**src/rtl/port_in_fifo.sv**
```systemverilog
// Port-bus input peripheral: buffers 16-bit event words in a small FIFO,
// exposes data/status on in_port by port_id and raises an acknowledged interrupt.
module port_in_fifo #(
  parameter int          DEPTH     = 8,
  parameter logic [15:0] DATA_PORT = 16'h0002,
  parameter logic [15:0] STAT_PORT = 16'h0003
) (
  input  logic        clk,
  input  logic        rst,
  input  logic        wr_tick,
  input  logic [15:0] wr_data,
  input  logic [15:0] port_id,
  input  logic        read_strobe,
  input  logic        interrupt_ack,
  output logic [15:0] in_port,
  output logic        interrupt,
  output logic        overflow
);

  localparam int          AW      = $clog2(DEPTH);
  localparam logic [4:0]  DEPTH_C = 5'(DEPTH);

  typedef enum logic [1:0] {IDLE, REQ, SERVICE} state_t;

  logic [15:0]   mem [DEPTH];
  logic [AW-1:0] rd_ptr, wr_ptr;
  logic [4:0]    count;
  state_t        state, state_nxt;

  logic rd_data, rd_stat, empty, full, push, pop;

  assign rd_data = read_strobe & (port_id == DATA_PORT);
  assign rd_stat = read_strobe & (port_id == STAT_PORT);
  assign empty   = (count == 5'd0);
  assign full    = (count == DEPTH_C);
  assign pop     = rd_data & ~empty;
  // A simultaneous pop frees the slot, so a push into a full FIFO still lands.
  assign push    = wr_tick & (~full | pop);

  always_comb begin
    in_port = 16'h0000;
    if (port_id == DATA_PORT) begin
      if (!empty) in_port = mem[rd_ptr];
    end else if (port_id == STAT_PORT) begin
      in_port = {overflow, full, empty, 8'b0, count};
    end
  end

  always_ff @(posedge clk) begin
    if (push) mem[wr_ptr] <= wr_data;
  end

  always_ff @(posedge clk or negedge rst) begin
    if (!rst) begin
      rd_ptr   <= '0;
      wr_ptr   <= '0;
      count    <= 5'd0;
      overflow <= 1'b0;
    end else begin
      if (push) wr_ptr <= wr_ptr + 1'b1;
      if (pop)  rd_ptr <= rd_ptr + 1'b1;
      if (push && !pop)      count <= count + 5'd1;
      else if (pop && !push) count <= count - 5'd1;
      // Dropping a word takes priority over a status-read clear.
      if (wr_tick && full && !pop) overflow <= 1'b1;
      else if (rd_stat)            overflow <= 1'b0;
    end
  end

  always_ff @(posedge clk or negedge rst) begin
    if (!rst) state <= IDLE;
    else      state <= state_nxt;
  end

  always_comb begin
    state_nxt = state;
    case (state)
      IDLE:    if (!empty)             state_nxt = REQ;
      REQ:     if (interrupt_ack)      state_nxt = SERVICE;
      SERVICE: if (rd_data || rd_stat) state_nxt = IDLE;
      default:                         state_nxt = IDLE;
    endcase
  end

  assign interrupt = (state == REQ);

endmodule

```
**config.mk**
```make
export PLATFORM = sky130hd
export DESIGN_NAME = port_in_fifo
export DESIGN_NICKNAME = d
export VERILOG_FILES = /design/src/rtl/port_in_fifo.sv
export SDC_FILE = /design/constraint.sdc
export NUM_CORES = 1
export LEC_CHECK = 0
export BUFFER_PORTS_ARGS = -buffer_cell sky130_fd_sc_hd__buf_2
export CAP_MARGIN = 30
export CORE_ASPECT_RATIO = 0.7
export CORE_MARGIN = 3
export CORE_UTILIZATION = 53
export CTS_CLUSTER_SIZE = 14
export DETAILED_ROUTE_END_ITERATION = 6
export GPL_ROUTABILITY_DRIVEN = 0
export PLACE_DENSITY = 0.75
export SLEW_MARGIN = 20
export SYNTH_ARGS = -nofsm -noshare
export SYNTH_HDL_FRONTEND = slang
export SYNTH_SLANG_ARGS = --single-unit
```
**constraint.sdc**
```tcl
create_clock -name clk -period 2.74 [get_ports clk]
set_input_delay 0.548 -clock clk [delete_from_list [all_inputs] [get_ports clk]]
set_output_delay 0.548 -clock clk [all_outputs]
set_load 0.005 [all_outputs]
```
Yosys cells after proc, flatten, opt, wreduce, memory -nomap -nowiden --
Memory sizes are Yosys's and may differ from the RTL's. Index checks and enable logic that the tools add are counted.
Storage, ports and cells: register bits 14, bits in writable memories 128, bits of input ports 37, output and inout bits 18, memories kept 1
Cells by class: $add $sub $neg 4, eq/ne operators 8, mux-type cells 13, bitwise gates (word level) 7, reduce and logical (&&, ||, !) cells 12
Memories:
- mem | words 8, width 16, rd ports 1, clocked after Yosys merged registers in 0, write ports 1, line 25 | logic [15:0] mem [DEPTH];
Operators by type and width (number):
- two-way mux 16 bit | 3
- == test 16 x 2 -> 1 bit (second input constant) | 2
- two-way mux 5 bit | 2
- adder 3 x 1 -> 3 bit (second input constant) | 2
- two-way mux 2 bit | 3
- != test 2 bit (second input constant) | 3
- one-hot mux 2 bit (3 select lines) | 1
- adder 5 x 1 -> 5 bit (second input constant) | 1
- == test 5 x 4 -> 1 bit (second input constant) | 1
- zero test 5 bit | 1
- subtractor 5 x 1 -> 5 bit (second input constant) | 1
- AND 1 bit | 4
- logical AND 1 bit | 4
- two-way mux 1 bit | 4
- nonzero test 2 bit | 2
- AND reduction 3 bit | 1
- == test 2 x 1 -> 1 bit (second input constant) | 1
- == test 2 bit (second input constant) | 1
- zero test 1 bit | 2
- zero test 2 bit | 1
- NOT 1 bit | 2
- logical OR 1 bit | 1
- bitwise OR 1 bit | 1

Longest topological paths before layout --
word-level depth 9, depth in mapped cells 12

Least setup slack after synthesis --
Ideal clock, no wire load.
path kind input -> register, from in port_id[14], to mem mem[6][0] (enable), arrival 3.148 ns, required time 2.304 ns, path slack -0.844 ns, stages on the path 5, cells stage by stage nor4_2 and4_2 buf_2 a21oi_2 nor4b_1
On the way: cells in the longest elaborated chain, start to end 7
Ends and longest elaborated chain:
- start: declaration | line 12 | input logic [15:0] port_id,
- == test 16 x 2 -> 1 bit | line 32 | assign rd_data = read_strobe & (port_id == DATA_PORT);
- AND 1 bit | line 32
- AND 1 bit | line 36 | assign pop = rd_data & ~empty;
- bitwise OR 1 bit | line 38 | assign push = wr_tick & (~full | pop);
- AND 1 bit | line 38
- two-way mux 1 bit | line 50 | if (push) mem[wr_ptr] <= wr_data;
- two-way mux 1 bit (not written as such) | line 50
- end: declaration | line 25
Every way passes these cells.

Worst setup path in the final report --
from reg rd_ptr[1], to out in_port[2]
On the way: cells in the longest elaborated chain, start to end 3
Ends and longest elaborated chain:
- start: declaration | line 26 | logic [AW-1:0] rd_ptr, wr_ptr;
- start signal: assignment | line 61 | if (pop) rd_ptr <= rd_ptr + 1'b1;
- memory (8 x 16 bit)
- two-way mux 16 bit | line 43 | if (!empty) in_port = mem[rd_ptr];
- two-way mux 16 bit | line 42 | if (port_id == DATA_PORT) begin
- end: declaration | line 15 | output logic [15:0] in_port,
Every way passes these cells.

==> metrics.md <==
| Metric | Value |
|---|---|
| WL per Instance | 21.6 um |
| # hold bufs at CTS | 0 |
| Max Root-Sink Buffers | 2 |
| RSZ-0062 raised after global routing | no |
| Register area share after synthesis | 69.8% |
| Io pins | 55 |
| Reg clk slew, reported paths | 0.06 ns |
| Die area | 12,700 um2 |
| Worst-Margin Slew | 0.467 ns |
| H-tree depth | 4 |
| Final Core Density | 69.6% |
| Fin. max-slew vios | 0 |
| Max VDD drop | 0.507 mV |
| IO buf count | 54 |
| Flop pwr share | 46.5% |
| Finish-stage setup viols | 0 |
| Internal power | 4.73 mW |
| Final hold vios | 0 |
| Antenna violations before repair | 1 |
| Clk sink count | 142 |
| Clock period minus worst slack | 2.64 ns |
| Die W | 133 um |
| Clock latency on the worst-skew pair | 0.41 ns |
| Max-cap violations | 0 |
| Share of cells above drive strength 1 | 39.3% |
| Final worst setup slack | 0.0966 ns |
| Crit share post-route | 96.5% |
| Largest net degree at the start of global routing | 27 |
| Synth warn | 0 |
| Fin Clk Skew | 0.00922 ns |
| Share of flip-flops with an asynchronous set or reset | 9.86% |
| Final ANT Viol Nets | 0 |
| NumNets Final | 458 |
| Starting Density | 56.1% |
| Vias in the first global route | 3,382 |
| Wire length of the first global-routing pass | 19.5 mm |
| Final Cell Area | 7450 um2 |
| TritonRoute pass-1 iters | 4 |
| Pre-CTS WS | -0.106 ns |
| CTS tree | built |
| Most common flop cell mapped by yosys | edfxtp_1 |
| Post-synth EDFFs | 128 |
| Cell count after synthesis | 329 |
| Dpl hpwl | 7.53 mm |
| All-layer global routing usage | 21.2% |
| Post-DP Area | 6740 um2 |
| Vias/cell | 5.85 |
| Row cnt | 31 |
| Root buf cell | clkbuf_16 |
| Commonest non-fill, non-tap cell in the layout | edfxtp_1 |
| Die H | 95.1 um |
| Clk pwr share | 36.7% |
| Arr. time, crit path | 2.10 ns |
| DR iter-0 viols | 347 |
| Routed via count | 3,354 |
| Area grow syn2layout | 24.0% |
| LEAKAGE | 2.57 nW |
| Sw frac | 25.6% |
| Syn nets | 374 |
| Post-Syn Area | 6010 um2 |
| Outcome | completed |
| Peak Freq | 0.378 GHz |
| Commonest cells after routing, fill and taps aside | 128 x edfxtp_1, 54 x buf_2, 32 x mux4_2, 17 x mux2i_1, 17 x clkbuf_16 |
| PwrDens | 854 nW/um2 |
| Detailed Route WL | 12.4 mm |
| Switching pwr | 1.63 mW |
| Slew margin rel. | 68.9% |
| CP startpoint kind | register |
| Core ar. | 10,700 um2 |
| Syn avg cell area | 18.3 um2 |
| Netlist cell types | 44 |
| CP required | 2.19 ns |
| Global route overflow | 0 |
| HP Class | in -> async |
| Flops & latches, synth | 142 |
| DRC errors left | 0 |
| # diodes | 0 |
| Num CTS Buffers | 17 |
| CP endpoint kind | output pin |
| Critical-path maximum fanout | 13 |
| Comb pwr share | 16.8% |
| Crit Path Category | reg -> out |
[cell usage after synthesis (2+ instances only)]
cell type / number / area share [%]
a21oi_1: 4 / 0.33
a31oi_1: 3 / 0.31
buf_2: 11 / 0.92
clkbuf_1: 4 / 0.25
dfrtp_1: 14 / 5.8
edfxtp_1: 128 / 64
ha_1: 7 / 1.5
inv_1: 8 / 0.50
mux2_2: 2 / 0.37
mux2i_1: 17 / 2.8
mux4_2: 32 / 12
nand2_1: 10 / 0.62
nand2b_1: 3 / 0.31
nand3_1: 6 / 0.50
nand3b_1: 2 / 0.25
nand4_1: 6 / 0.62
nor2_1: 12 / 0.75
nor2b_1: 6 / 0.62
nor3_1: 4 / 0.33
nor3b_1: 3 / 0.37
nor4_1: 5 / 0.52
nor4_2: 2 / 0.42
nor4b_1: 2 / 0.29
o2111ai_1: 2 / 0.29
o21ai_0: 4 / 0.33
o2bb2ai_1: 7 / 1.0
o311ai_0: 2 / 0.29
or3_1: 4 / 0.42
xnor2_1: 3 / 0.44
xor2_1: 2 / 0.29
[registers in the layout (all words and copies together) (netlist names)]
name and flops:
count 5, rd_ptr 3, overflow 1, state 2, mem 128, wr_ptr 3
[critical path, stage by stage, from the launching register on]
cell	delay [ns]
dfrtp_2	0.48
buf_12	0.20
mux4_2	0.50
mux2i_1	0.28
o2bb2ai_2	0.09
buf_2	0.13
[kinds of logic (layout without fill, tap and decap cells)]
logic type	Yosys count	after routing	share of synthesized area (%)
simple gates	70	70	6.89
flops	142	142	69.8
xor+xnor	5	5	0.729
mux	51	51	15.2
fa+ha+maj	8	8	1.79
compound gates	28	28	3.48
buf+inv	25	121	2.10
[stage by stage]
stage,power (mW),hold WS [ns],instances,setup TNS (ns)
6_report,6.36,0.0427,573,0
5_1_grt,6.64,0.0575,573,0
4_1_cts,6.37,0.0383,569,0
3_5_place_dp,4.03,0.481,537,-0.106
3_3_place_gp,3.97,0.470,537,0
2_1_floorplan,3.53,0.252,329,-5.54
[area by class of cell]
| type | instances | area (um2) |
|---|---|---|
| Multi-Input combinational cell | 162 | 1800 |
| Clock buffer | 18 | 429 |
| Inverter | 8 | 30.0 |
| Timing Repair Buffer | 82 | 634 |
| Tap cell | 148 | 185 |
| Fill cell | 696 | 3250 |
| Clock inverter | 13 | 173 |
| Sequential cell | 142 | 4200 |
[final timing paths]
check                              to  slack [ns]  cells after the start         from
setup / recovery           in_port[2]         0.1                      5    rd_ptr[1]
hold / removal               count[0]        0.04                      1          rst
setup reg to reg             count[4]        0.19                     11     count[1]
hold reg to reg              state[1]        0.48                      1     state[1]
max in group asynchronous   rd_ptr[1]        2.40                      1          rst
min in group clk             overflow        0.40                      2  read_strobe
[layer usage]
layer / share of wire, % / GRT usage [%] / up-vias
met4: 1.0 / 6.93 / 2
met5: 0.10 / 0 / -
met1: 41 / 29.6 / 1697
met2: 50 / 33.7 / 124
li1: - / - / 1514
met3: 8.1 / 5.33 / 17
[power by group through the flow]
stage                     combinational, mW  clock (mW)  sequential [mW]
after detailed placement               1.04           0             2.99
after global placement                 1.00           0             2.96
after floorplan                       0.615           0             2.92
after CTS                              1.05        2.36             2.96
after global routing                   1.18        2.47             2.99
final                                  1.07        2.33             2.96
[what timing repair did]
item | CTS | global route
resized for setup | 3 | 7
endpoints found under the setup margin | 7 | 8
cloned | 1 | 0
buffers inserted | 0 | 4
(Power assumes the default switching activity.)
